$ cat config.mk
export PLATFORM = sky130hd
export DESIGN_NAME = dram_ctrl_flat
export DESIGN_NICKNAME = d
export VERILOG_FILES = /design/src/rtl/dram_ctrl_if.sv /design/src/rtl/dram_ctrl.sv /design/src/flat_wrapper.sv
export SDC_FILE = /design/constraint.sdc
export NUM_CORES = 1
export LEC_CHECK = 0
export BUFFER_PORTS_ARGS = -buffer_cell sky130_fd_sc_hd__buf_2
export CAP_MARGIN = 5
export CORE_MARGIN = 8
export CORE_UTILIZATION = 50
export CTS_CLUSTER_SIZE = 14
export DETAILED_ROUTE_END_ITERATION = 16
export PLACE_DENSITY_LB_ADDON = 0.25
export SKIP_LAST_GASP = 1
export SLEW_MARGIN = 20
export SYNTH_ARGS = -nofsm -noshare
export SYNTH_HDL_FRONTEND = slang
export SYNTH_SLANG_ARGS = --single-unit
$ cat constraint.sdc
create_clock -name clk -period 3.4 [get_ports clk]
set_input_delay 0.51 -clock clk [delete_from_list [all_inputs] [get_ports clk]]
set_output_delay 0.51 -clock clk [all_outputs]
set_load 0.02 [all_outputs]
$ cat src/rtl/dram_ctrl_if.sv
// Single-word request/response bus between the DSP address generator and dram_ctrl.
interface dram_ctrl_if;
  logic        req_valid;
  logic        req_ready;
  logic        req_we;
  logic [13:0] req_addr;
  logic [15:0] req_wdata;
  logic        rd_valid;
  logic [15:0] rd_data;

  modport master (
    output req_valid, req_we, req_addr, req_wdata,
    input  req_ready, rd_valid, rd_data
  );

  modport slave (
    input  req_valid, req_we, req_addr, req_wdata,
    output req_ready, rd_valid, rd_data
  );
endinterface

$ cat src/rtl/dram_ctrl.sv
// RAS/CAS sequencer for the reverb delay DRAM: early-write single-word accesses
// with RAS-only refresh interleaved on a free-running interval timer.
module dram_ctrl #(
  parameter int T_RCD        = 1,
  parameter int T_CAS        = 2,
  parameter int T_RP         = 2,
  parameter int T_RFR        = 3,
  parameter int REF_INTERVAL = 250
) (
  input  logic        clk,
  input  logic        reset,
  dram_ctrl_if.slave  bus,
  output logic        ref_overrun,
  output logic        nras,
  output logic        ncas,
  output logic        nwe,
  output logic        ng,
  output logic [7:0]  a,
  output logic [15:0] dq_out,
  output logic        dq_oe,
  input  logic [15:0] dq_in
);

  typedef enum logic [2:0] {IDLE, RADDR, ROW, COLA, CAS, PRE, REFA, REFRAS} state_t;

  localparam int CW = 8;
  localparam int TW = $clog2(REF_INTERVAL);

  state_t          state, state_nx;
  logic [CW-1:0]   cnt, cnt_nx;
  logic [TW-1:0]   timer;
  logic [7:0]      ref_row;
  logic            ref_pend, ref_pend_nx;
  logic            we_q, we_nx;
  logic [13:0]     addr_q, addr_nx;
  logic [15:0]     wdata_q, wdata_nx;
  logic            ready_q, rd_valid_q;
  logic [15:0]     rd_data_q;
  logic            accept, tick, ref_exit, rd_done;

  logic            nras_d, ncas_d, nwe_d, ng_d, dq_oe_d;
  logic [7:0]      a_d;
  logic [15:0]     dq_out_d;

  // Residency minus one for the multi-cycle states; single-cycle states load 0.
  function automatic logic [CW-1:0] dur(state_t s);
    case (s)
      ROW:     return CW'(T_RCD - 1);
      CAS:     return CW'(T_CAS - 1);
      PRE:     return CW'(T_RP - 1);
      REFRAS:  return CW'(T_RFR - 1);
      default: return '0;
    endcase
  endfunction

  assign accept   = (state == IDLE) && bus.req_valid && ready_q && !ref_pend;
  assign tick     = (timer == TW'(REF_INTERVAL - 1));
  assign ref_exit = (state == REFRAS) && (cnt == '0);
  assign rd_done  = (state == CAS) && (cnt == '0) && !we_q;

  assign ref_pend_nx = tick | (ref_pend & ~ref_exit);
  assign we_nx       = accept ? bus.req_we    : we_q;
  assign addr_nx     = accept ? bus.req_addr  : addr_q;
  assign wdata_nx    = accept ? bus.req_wdata : wdata_q;

  assign bus.req_ready = ready_q;
  assign bus.rd_valid  = rd_valid_q;
  assign bus.rd_data   = rd_data_q;

  // State register plus the bookkeeping that shares its timing.
  always_ff @(posedge clk) begin
    // NOTE: sequential state uses non-blocking assignments so every register
    // samples pre-edge values regardless of statement order.
    if (reset) begin
      state       <= IDLE;
      cnt         <= '0;
      timer       <= '0;
      ref_row     <= '0;
      ref_pend    <= 1'b0;
      ref_overrun <= 1'b0;
      we_q        <= 1'b0;
      addr_q      <= '0;
      wdata_q     <= '0;
      ready_q     <= 1'b0;
      rd_valid_q  <= 1'b0;
      rd_data_q   <= '0;
    end else begin
      state       <= state_nx;
      cnt         <= cnt_nx;
      timer       <= tick ? '0 : timer + 1'b1;
      ref_row     <= ref_row + 8'(ref_exit);
      ref_pend    <= ref_pend_nx;
      ref_overrun <= ref_overrun | (tick & ref_pend);
      we_q        <= we_nx;
      addr_q      <= addr_nx;
      wdata_q     <= wdata_nx;
      ready_q     <= (state_nx == IDLE) && !ref_pend_nx;
      rd_valid_q  <= rd_done;
      if (rd_done) rd_data_q <= dq_in;
    end
  end

  // Next state and residency counter.
  always_comb begin
    // NOTE: every combinational output gets a default first so no path can
    // leave it unassigned and infer a latch.
    state_nx = state;
    case (state)
      IDLE:    if (ref_pend) state_nx = REFA;
               else if (accept) state_nx = RADDR;
      RADDR:   state_nx = ROW;
      ROW:     if (cnt == '0) state_nx = COLA;
      COLA:    state_nx = CAS;
      CAS:     if (cnt == '0) state_nx = PRE;
      PRE:     if (cnt == '0) state_nx = IDLE;
      REFA:    state_nx = REFRAS;
      REFRAS:  if (cnt == '0) state_nx = PRE;
      default: state_nx = IDLE;
    endcase

    cnt_nx = cnt;
    if (state_nx != state) cnt_nx = dur(state_nx);
    else if (cnt != '0)    cnt_nx = cnt - 1'b1;
  end

  // Pin values for the state being entered, registered below.
  always_comb begin
    nras_d   = 1'b1;
    ncas_d   = 1'b1;
    nwe_d    = 1'b1;
    ng_d     = 1'b1;
    dq_oe_d  = 1'b0;
    a_d      = a;
    dq_out_d = dq_out;
    case (state_nx)
      RADDR: a_d = addr_nx[7:0];
      ROW: begin
        nras_d = 1'b0;
        a_d    = addr_nx[7:0];
      end
      COLA, CAS: begin
        nras_d = 1'b0;
        ncas_d = (state_nx == COLA);
        a_d    = {1'b0, addr_nx[13:8], 1'b0};
        if (we_nx) begin
          nwe_d    = 1'b0;
          dq_oe_d  = 1'b1;
          dq_out_d = wdata_nx;
        end else if (state_nx == CAS) begin
          ng_d = 1'b0;
        end
      end
      REFA:    a_d = ref_row;
      REFRAS:  nras_d = 1'b0;
      default: ;
    endcase
  end

  always_ff @(posedge clk) begin
    if (reset) begin
      nras   <= 1'b1;
      ncas   <= 1'b1;
      nwe    <= 1'b1;
      ng     <= 1'b1;
      dq_oe  <= 1'b0;
      a      <= '0;
      dq_out <= '0;
    end else begin
      nras   <= nras_d;
      ncas   <= ncas_d;
      nwe    <= nwe_d;
      ng     <= ng_d;
      dq_oe  <= dq_oe_d;
      a      <= a_d;
      dq_out <= dq_out_d;
    end
  end

endmodule

$ cat src/flat_wrapper.sv
// flat-port wrapper written by rule: the top's interface ports become plain ports
module dram_ctrl_flat 
#(
  parameter int T_RCD        = 1,
  parameter int T_CAS        = 2,
  parameter int T_RP         = 2,
  parameter int T_RFR        = 3,
  parameter int REF_INTERVAL = 250
)
  (clk, reset, ref_overrun, nras, ncas, nwe, ng, a, dq_out, dq_oe, dq_in, bus_req_valid, bus_req_we, bus_req_addr, bus_req_wdata, bus_req_ready, bus_rd_valid, bus_rd_data);
  dram_ctrl_if bus_i ();
  input  logic clk;
  input  logic reset;
  output logic ref_overrun;
  output logic nras;
  output logic ncas;
  output logic nwe;
  output logic ng;
  output logic [7:0] a;
  output logic [15:0] dq_out;
  output logic dq_oe;
  input  logic [15:0] dq_in;
  input wire logic [$bits(bus_i.req_valid)-1:0] bus_req_valid;
  input wire logic [$bits(bus_i.req_we)-1:0] bus_req_we;
  input wire logic [$bits(bus_i.req_addr)-1:0] bus_req_addr;
  input wire logic [$bits(bus_i.req_wdata)-1:0] bus_req_wdata;
  output wire logic [$bits(bus_i.req_ready)-1:0] bus_req_ready;
  output wire logic [$bits(bus_i.rd_valid)-1:0] bus_rd_valid;
  output wire logic [$bits(bus_i.rd_data)-1:0] bus_rd_data;
  assign bus_i.req_valid = bus_req_valid;
  assign bus_i.req_we = bus_req_we;
  assign bus_i.req_addr = bus_req_addr;
  assign bus_i.req_wdata = bus_req_wdata;
  assign bus_req_ready = bus_i.req_ready;
  assign bus_rd_valid = bus_i.rd_valid;
  assign bus_rd_data = bus_i.rd_data;
  dram_ctrl #(.T_RCD(T_RCD), .T_CAS(T_CAS), .T_RP(T_RP), .T_RFR(T_RFR), .REF_INTERVAL(REF_INTERVAL)) u_core (.clk(clk), .reset(reset), .bus(bus_i), .ref_overrun(ref_overrun), .nras(nras), .ncas(ncas), .nwe(nwe), .ng(ng), .a(a), .dq_out(dq_out), .dq_oe(dq_oe), .dq_in(dq_in));
endmodule
==> metrics.txt, run 1 <==
period utilisation layout around 77%; Final Hold Fails 0; critical path class reg -> reg; Fmax 381 MHz; critical path endpoint u_core.ref_row[4]; Bufs on Longest Clock Path 2; total negative slack 0 ps; vias per cell 5.42; PortBufs 97; Setup-failing EPs final 0; share of cells above drive strength 1 26.9%; fin cells 685; Reg2Reg Depth 12; routed length per instance about 15 um; Synth-to-Final Area Change 15.7%; CTS tree yes; crit path from u_core.cnt[0]; multi-input combinational cell area about 2200 um^2; predominant post-synthesis flop cell dfxtp_1; grt ovf 0; CTS clk-pin slew, worst paths approximately 100 ps; VDD IR-drop max between 0.3 and 0.4 mV; first-pass GRT wire length 17.7 mm; count of pins over their slew limit 0; # DRC 0; post_cts resized 0; post-synth cell types 52; core area 8720 um^2; Worst Path Required between 3000 and 4000 ps; Synth Net Count 545; RSZ-0062 raised after global routing no; Max stage delay cell, worst path or4b_1; power density over the cells 631 nW/um^2; CP bufs+invs 2; Crit. End Element flop; register area ~2100 um^2; Yosys Warn Count 0; max-capacitance violation count 0; CTS Buf Count 9; drt first-iter violations between 200 and 250; hold buffer count at CTS 0; Die Area approximately 12000 um^2; share of the synthesized area in the top cell type a little under half; largest net degree at the start of global routing 34; async set-reset flop share out of synthesis 0%; sequential fraction of the synthesis area approximately 48%; largest cells by area after synthesis dfxtp_1 (48%), a21oi_1 (5.1%), nor2_1 (5.1%); gr usage total 16.8%; max-slew headroom at the worst pin 30.6%; nets@finish about 630; FF-to-FF Start u_core.cnt[0]; post-layout minimum cycle time 2630 ps; Crit path depth 12; drt total wl between 10 and 15 mm; Min-Delay Path Class in -> reg; Fill cells 765; slew of the pin with the lowest slew margin 1010 ps; Critical R2R Capture u_core.ref_row[4]; Cells after DPL between 600 and 700; critical path launch point type flop; Syn Inst Count 490; worst reg2reg setup slack between 700 and 800 ps; CTS root buf clkbuf_8; outcome completed; vias post-DR around 3700; Row Count 34; starting density of the core between 50% and 60%; later-pin clock latency in the skew report ~370 ps; crit-path leading delay family simple AND/OR/NAND/NOR gates; Avg Synthesized Cell Area about 9.2 um^2; Static Leak about 2.2 nW; gpl congestion 0.872; Total Power 3.28 mW; boundary pin count between 90 and 100; Die X roughly 110 um; vias in the first global route around 3700; crit-path max cell delay ~610 ps; height of the die 111 um; crit path cell chain inv_1 -> ha_1 -> or4b_1 -> nor2_1 -> buf_4 -> nand2_1 -> nor2_1 -> ha_1 -> ha_1 -> nand3_1 -> xor2_1 -> nor2_1; number of flops mapped to enable cells by yosys 0; hpwl dp between 7 and 8 mm; Yosys reg bits approximately 110; crit path max fanout 9; most common cell in the synthesized netlist dfxtp_1; Synth area leader dfxtp_1; post-detailed-route count of antenna-violating nets 0; clk sinks between 100 and 150; initial antenna violation count 0; area of the mapped netlist ~4500 um^2; CP Data Arrival Time approximately 2900 ps; worst clock skew 14.8 ps; Post-CTS Setup Inserts 0; Diodes inserted 0; Initial DRT Pass Iterations 4; H-tree depth 3; most common library cells after synthesis dfxtp_1 (107), nor2_1 (61), nand2_1 (47)
-- worst reg2reg max path: cells and delay by family, from the launching register on --
kind          cells  cell delay (ps)
flops             1              360
buf+inv           2              250
simple gates      6             1160
xor+xnor          1              150
fa+ha+maj         3              610
-- cell usage in the layout, fill, tap and decap left out, drive strengths merged, types with 10 or more instances in the layout --
master	n
o21ai	23
nand2	48
a211oi	24
a21oi	46
dfxtp	107
mux2i	17
nor2b	13
nor2	61
buf	104
nand3	15
mux2	10
-- worst min-delay path by stage --
stage / endpoint / slack [ps] / from / cells past startpoint
5_1_grt: u_core.bus.rd_data[2] / 370 / dq_in[2] / 3
3_5_place_dp: u_core.bus.rd_data[2] / 440 / u_core.bus.rd_data[2] / 2
3_3_place_gp: u_core.bus.rd_data[2] / 440 / u_core.bus.rd_data[2] / 2
4_1_cts: u_core.bus.rd_data[0] / 360 / dq_in[0] / 3
6_report: u_core.bus.rd_data[0] / 380 / dq_in[0] / 3
2_1_floorplan: u_core.timer[0] / 430 / u_core.timer[0] / 1
-- sequential cells by signal, indices dropped and copies added, names as in the netlist, 3 cells and up --
signal and count:
u_core.timer 8, u_core.wdata_q 16, u_core.addr_q 14, u_core.dq_out 16
u_core.ref_row 8, u_core.a 8, u_core.cnt 8, u_core.state 3
u_core.bus.rd_data 16
-- cell families after synthesis --
logic type	count (synthesis)	synth area share, %
AND/OR/NAND/NOR	167	17.6
adder cells (fa/ha/maj)	5	1.39
AO/OA/AOI/OAI	128	19.7
flip-flops	107	47.7
multiplexers	27	6.38
XOR/XNOR	16	3.12
buffers and inverters	40	4.12
-- stage by stage --
stage	util, %	setup slack (ps)	hold slack, ps	instance area (um^2)
after global placement	57.4	884	436	5010
after CTS	59.6	797	362	5190
final	59.6	772	381	5190
after floorplan	-	936	433	4490
after detailed placement	57.4	812	440	5010
after global routing	59.6	558	371	5190
-- cell type report --
class / instances / area share, %
Clock buffer: 9 / 2.38
Clock inverter: 7 / 1.18
Inverter: 7 / 0.506
Timing Repair Buffer: 104 / 10.4
Multi-Input combinational cell: 343 / 41.7
Sequential cell: 107 / 41.2
Tap cell: 108 / 2.60
-- power by group --
part	switching [mW]	internal (mW)	total, mW
Sequential	0.101	1.38	1.48
Combinational	0.650	0.423	1.07
Clock	0.446	0.279	0.725
-- routing by layer --
metal	global-route usage, %	up-vias	share of wire [%]
li1	-	1901	-
met1	20.9	1719	47
met2	27.5	78	46
met3	4.11	14	5.0
met4	6.13	0	1.3
met5	0	-	0
Power figures use the tool's default switching activity.
==> run 2: changes to the inputs <==
--- a/config.mk
+++ b/config.mk
@@ -8,7 +8,7 @@
 export BUFFER_PORTS_ARGS = -buffer_cell sky130_fd_sc_hd__buf_2
 export CAP_MARGIN = 5
 export CORE_MARGIN = 8
-export CORE_UTILIZATION = 50
+export CORE_UTILIZATION = 49
 export CTS_CLUSTER_SIZE = 14
 export DETAILED_ROUTE_END_ITERATION = 16
 export PLACE_DENSITY_LB_ADDON = 0.25
==> constraint.sdc (replaced) <==
create_clock -name clk -period 2.1 [get_ports clk]
set_input_delay 0.315 -clock clk [delete_from_list [all_inputs] [get_ports clk]]
set_output_delay 0.315 -clock clk [all_outputs]
set_load 0.02 [all_outputs]
==> metrics.txt, run 2 (synthesized netlist as in run 1, its figures left out) <==
PortBufs 97 (unchanged); boundary pin count 98 (unchanged); height of the die 112 um (+0.87%); Initial DRT Pass Iterations 5 (+1); core area 9060 um^2 (+3.9%); critical path launch point type flop; initial antenna violation count 0 (unchanged); post-detailed-route count of antenna-violating nets 0 (unchanged); Die X 112 um (+0.87%); slew of the pin with the lowest slew margin 612 ps (-403 ps); crit path max fanout 8 (-1); pre-CTS WS -50.0 ps (-862 ps); routed length per instance 15.6 um (+1.2%); CTS Buf Count 9 (unchanged); first-pass GRT wire length 18.5 mm (+4.8%); # DRC 0 (unchanged); VDD IR-drop max 0.585 mV (+56%); drt first-iter violations 333 (+34%); later-pin clock latency in the skew report 380 ps (about the same); commonest non-fill, non-tap cells in the layout dfxtp_1 (104), buf_2 (97), nor2_1 (59), nand2_1 (46), a21oi_1 (46); Synth-to-Final Area Change 25.3%; hold buffer count at CTS 0 (unchanged); Min-Delay Path Class in -> reg; most common cell after layout, fill and taps aside dfxtp_1; Crit. End Element flop; largest net degree at the start of global routing 49 (+44%); vias in the first global route 3782 (+2.7%); nets@finish 668 (+6.5%); Worst Path Required 2360 ps (-1290 ps); Diodes inserted 0 (unchanged); count of pins over their slew limit 0 (unchanged); CP Data Arrival Time 2410 ps (-470 ps); Static Leak 2.39 nW (+10%); crit path cell chain inv_2 -> ha_4 -> or4b_4 -> nor2_4 -> nand2_2 -> nor2_2 -> ha_2 -> and3_4 -> nand3_2 -> xor2_1 -> nor2_1; Bufs on Longest Clock Path 2 (unchanged); gpl congestion 0.928 (+6.5%); Row Count 35 (+2.9%); RSZ-0062 raised after global routing yes; Die Area 12500 um^2 (+1.7%); crit-path leading delay family simple AND/OR/NAND/NOR gates; worst clock skew 15.8 ps (+1.01 ps); gr usage total 17.9% (+1.1 points); Fill cells 763 (-0.26%); max-slew headroom at the worst pin 59.2% (+29 points); H-tree depth 3 (unchanged); critical path class reg -> reg; max-capacitance violation count 0 (unchanged); period utilisation layout 102% (+25 points); grt ovf 0 (unchanged); CP bufs+invs 1 (-1); Max stage delay cell, worst path or4b_4; CTS root buf clkbuf_8; crit-path max cell delay 530 ps (-80 ps); failing checks negative setup slack; CTS tree yes; vias post-DR 3954 (+6.5%); Total Power 5.97 mW (+82%); drt total wl 11.4 mm (+7.7%); power density over the cells 1060 nW/um^2 (+68%); Fmax 466 MHz (+22%); hpwl dp 8.08 mm (+5.9%); CTS clk-pin slew, worst paths 110 ps (about the same); share of cells above drive strength 1 34.5% (+7.6 points); setup ws final -48.2 ps (-821 ps); total negative slack -246 ps (-246 ps); Final Hold Fails 0 (unchanged); vias per cell 5.42 (about the same); starting density of the core 49.5% (-2.0 points); outcome finished with violations; Setup-failing EPs final 10 (+10); clk sinks 107 (unchanged); post-layout minimum cycle time 2150 ps (-479 ps)
==> run 2: layout make-up <==
cell class / count / area, um^2 / area share, %
tap: 111 / 139 / 2.47
clock inverter: 6 / 82.6 / 1.47
multi-input combinational: 344 / 2250 / 40.0
clock buffer: 10 / 128 / 2.27
inverter: 7 / 26.3 / 0.467
timing repair buffer: 144 / 855 / 15.2
sequential: 107 / 2150 / 38.1
==> run 2: worst reg2reg max path, stage by stage, from the launching register on <==
cell	delay, ps
dfxtp_2	340
inv_2	60
ha_4	120
or4b_4	530
nor2_4	120
nand2_2	70
nor2_2	90
ha_2	210
and3_4	220
nand3_2	90
xor2_1	140
nor2_1	50
==> run 2: routing by layer <==
metal  vias up  routed length [um]  track usage, %  part of all wire, %
met4         0                 128            4.10                  1.1
met3        13                 730            5.30                  6.4
met2       130                5510            30.3                   49
li1       1975                   -               -                    -
met1      1836                4990            21.8                   44
met5         -                   0               0                    0
==> run 2: stage by stage <==
stage                     cells  area (um^2)  util, %  hold slack, ps
after detailed placement    702         5290     58.4             440
after floorplan             490         4540        -             433
after global placement      702         5290     58.4             435
after CTS                   723         5560     61.3             161
after global routing        729         5630     62.1             152
final                       729         5630     62.1             174
==> run 2: power by group <==
group,leakage [nW],switching [mW],internal (mW)
registers,0.870,0.152,2.24
clock network,0.102,0.752,0.579
logic,1.42,1.20,1.05
==> run 2: final timing paths <==
| kind | from | to | slack, ps | cells after the start |
|---|---|---|---|---|
| worst max-delay path | u_core.cnt[1] | u_core.ref_row[7] | -50 | 11 |
| worst min-delay path | dq_in[5] | u_core.bus.rd_data[5] | 170 | 3 |
| worst max register to register | u_core.cnt[1] | u_core.ref_row[7] | -50 | 11 |
| worst min register to register | u_core.bus.rd_data[5] | u_core.bus.rd_data[5] | 450 | 2 |
==> run 2: timing repair <==
action	4_1_cts	5_1_grt
pin swaps	5	4
endpoints found under the setup margin	26	38
gates cloned	2	0
resized for setup	4	8
buffers inserted	3	6
==> run 3: changes to the inputs <==
--- a/config.mk
+++ b/config.mk
@@ -8,7 +8,8 @@
 export BUFFER_PORTS_ARGS = -buffer_cell sky130_fd_sc_hd__buf_2
 export CAP_MARGIN = 5
 export CORE_MARGIN = 8
-export CORE_UTILIZATION = 49
+export CORE_UTILIZATION = 50
+export CTS_BUF_LIST = sky130_fd_sc_hd__clkbuf_4
 export CTS_CLUSTER_SIZE = 14
 export DETAILED_ROUTE_END_ITERATION = 16
 export PLACE_DENSITY_LB_ADDON = 0.25
==> metrics.txt, run 3 (synthesized netlist as in run 1, its figures left out) <==
outcome finished with violations; failing checks negative setup slack; post-layout minimum cycle time 2220 ps (+75.5 ps); hold buffer count at CTS 0 (unchanged); Die X 111 um (-0.86%); hpwl dp 8.21 mm (+1.7%); CTS tree yes; count of pins over their slew limit 0 (unchanged); Bufs on Longest Clock Path 2 (unchanged); Worst Path Required 2440 ps (+80 ps); power density over the cells 1070 nW/um^2 (+0.49%); grt ovf 0 (unchanged); slew of the pin with the lowest slew margin 710 ps (+97.9 ps); worst hold slack 78.4 ps (-95.2 ps); Row Count 34 (-2.9%); core area 8720 um^2 (-3.8%); Clock power frac 20.0% (-2.3 points); crit path max fanout 7 (-1); Max stage delay cell, worst path or4b_4; routed length per instance 15.6 um (+0.14%); max-slew headroom at the worst pin 52.7% (-6.5 points); height of the die 111 um (-0.86%); Fmax 450 MHz (-3.4%); # DRC 0 (unchanged); critical path class reg -> reg; Die Area 12300 um^2 (-1.7%); CTS root buf clkbuf_4; Switching Power 2.16 mW (+2.9%); vias in the first global route 3880 (+2.6%); starting density of the core 51.5% (+2.0 points); gpl congestion 0.933 (+0.57%); combinational power share 40.4% (+2.7 points); RSZ-0062 raised after global routing yes; nets@finish 670 (+0.30%); Min-Delay Path Class in -> reg; drt first-iter violations 289 (-13%); Setup-failing EPs final 12 (+2); gr usage total 17.8% (-0.082 points); boundary pin count 98 (unchanged); share of cells above drive strength 1 35.5% (+1.0 points); VDD IR-drop max 0.687 mV (+17%); Static Leak 2.41 nW (+0.59%); crit path cell chain inv_2 -> ha_4 -> or4b_4 -> nor2_4 -> nand2_2 -> nor2_2 -> ha_2 -> and3_4 -> nand3_2 -> xor2_1 -> nor2_1; vias per cell 5.44 (+0.31%); CTS clk-pin slew, worst paths 170 ps (+60 ps); internal power 3.88 mW (+0.32%); Diodes inserted 0 (unchanged); Fill cells 741 (-2.9%); CP Data Arrival Time 2560 ps (+150 ps); post-detailed-route count of antenna-violating nets 0 (unchanged); critical path launch point type flop; setup ws final -124 ps (-75.5 ps); max-capacitance violation count 0 (unchanged); largest net degree at the start of global routing 41 (-16%); clk sinks 107 (unchanged); crit-path max cell delay 560 ps (+30 ps); Initial DRT Pass Iterations 4 (-1); Reg power frac 39.5% (-0.6 points); most common cell after layout, fill and taps aside dfxtp_1; later-pin clock latency in the skew report 450 ps (+70 ps); Final Hold Fails 0 (unchanged); Area after DPL 5350 um^2 (+1.2%); first-pass GRT wire length 18.8 mm (+1.7%); Total Power 6.05 mW (+1.2%); CP bufs+invs 1 (unchanged); final instance area 5670 um^2 (+0.73%); Synth-to-Final Area Change 26.2%; CTS Buf Count 9 (unchanged); drt total wl 11.4 mm (unchanged); period utilisation layout 106% (+3.6 points); Crit. End Element flop; H-tree depth 3 (unchanged); initial antenna violation count 0 (unchanged); PortBufs 97 (unchanged); switching share of power 35.8% (+0.58 points); crit-path leading delay family simple AND/OR/NAND/NOR gates; worst clock skew 26.2 ps (+10.5 ps); commonest non-fill, non-tap cells in the layout dfxtp_1 (105), buf_2 (97), nor2_1 (59), buf_4 (47); vias post-DR 3961 (+0.18%)
[run 3: power groups by stage]
stage	clock (mW)	sequential (mW)	combinational [mW]
finish	1.21	2.39	2.45
global route	1.32	2.42	2.66
CTS	1.25	2.38	2.39
detailed placement	0	2.42	2.24
global placement	0	2.41	2.19
floorplan	0	2.49	1.36
[run 3: path summary, 6_finish.rpt]
check                             start                    end  slack (ps)  cells past startpoint
setup / recovery          u_core.cnt[0]      u_core.ref_row[5]        -120                     11
hold / removal                 dq_in[6]  u_core.bus.rd_data[6]          80                      3
setup reg to reg          u_core.cnt[0]      u_core.ref_row[5]        -120                     11
hold reg to reg   u_core.bus.rd_data[8]  u_core.bus.rd_data[8]         460                      2
[run 3: what timing repair did]
action,4_1_cts,5_1_grt
gates cloned,0,1
pin swaps,8,7
endpoints found under the setup margin,28,31
resized for setup,10,8
buffers inserted,4,2
[run 3: per-stage QoR]
step | cells | setup TNS [ps] | util (%) | worst slack [ps]
after detailed placement | 707 | -1310 | 61.4 | -116
after global placement | 707 | -283 | 61.4 | -34.0
after global routing | 728 | -2220 | 65.0 | -215
final | 728 | -957 | 65.0 | -124
after floorplan | 490 | -502 | - | -123
after CTS | 727 | -458 | 64.4 | -85.9
[run 3: worst reg2reg max path, delay by kind of cell, from the launching register on]
| kind | cells | cell delay [ps] |
|---|---|---|
| adder cells (fa/ha/maj) | 2 | 350 |
| AND/OR/NAND/NOR | 7 | 1200 |
| flip-flops | 1 | 360 |
| buffers and inverters | 1 | 70 |
| XOR/XNOR | 1 | 140 |
[run 3: layer usage]
layer | GRT usage, % | wire [um] | up-vias
li1 | - | - | 1985
met2 | 28.6 | 5170 | 104
met3 | 4.17 | 661 | 19
met1 | 22.7 | 5330 | 1853
met5 | 0 | 0 | -
met4 | 6.22 | 197 | 0
[run 3: area by class of cell]
cell class | count | area [um^2] | area share [%]
Timing Repair Buffer | 146 | 870 | 15.3
Sequential cell | 107 | 2140 | 37.8
Clock inverter | 6 | 97.6 | 1.72
Inverter | 7 | 26.3 | 0.464
Tap cell | 108 | 135 | 2.38
Multi-Input combinational cell | 344 | 2320 | 40.9
Clock buffer | 10 | 75.1 | 1.32
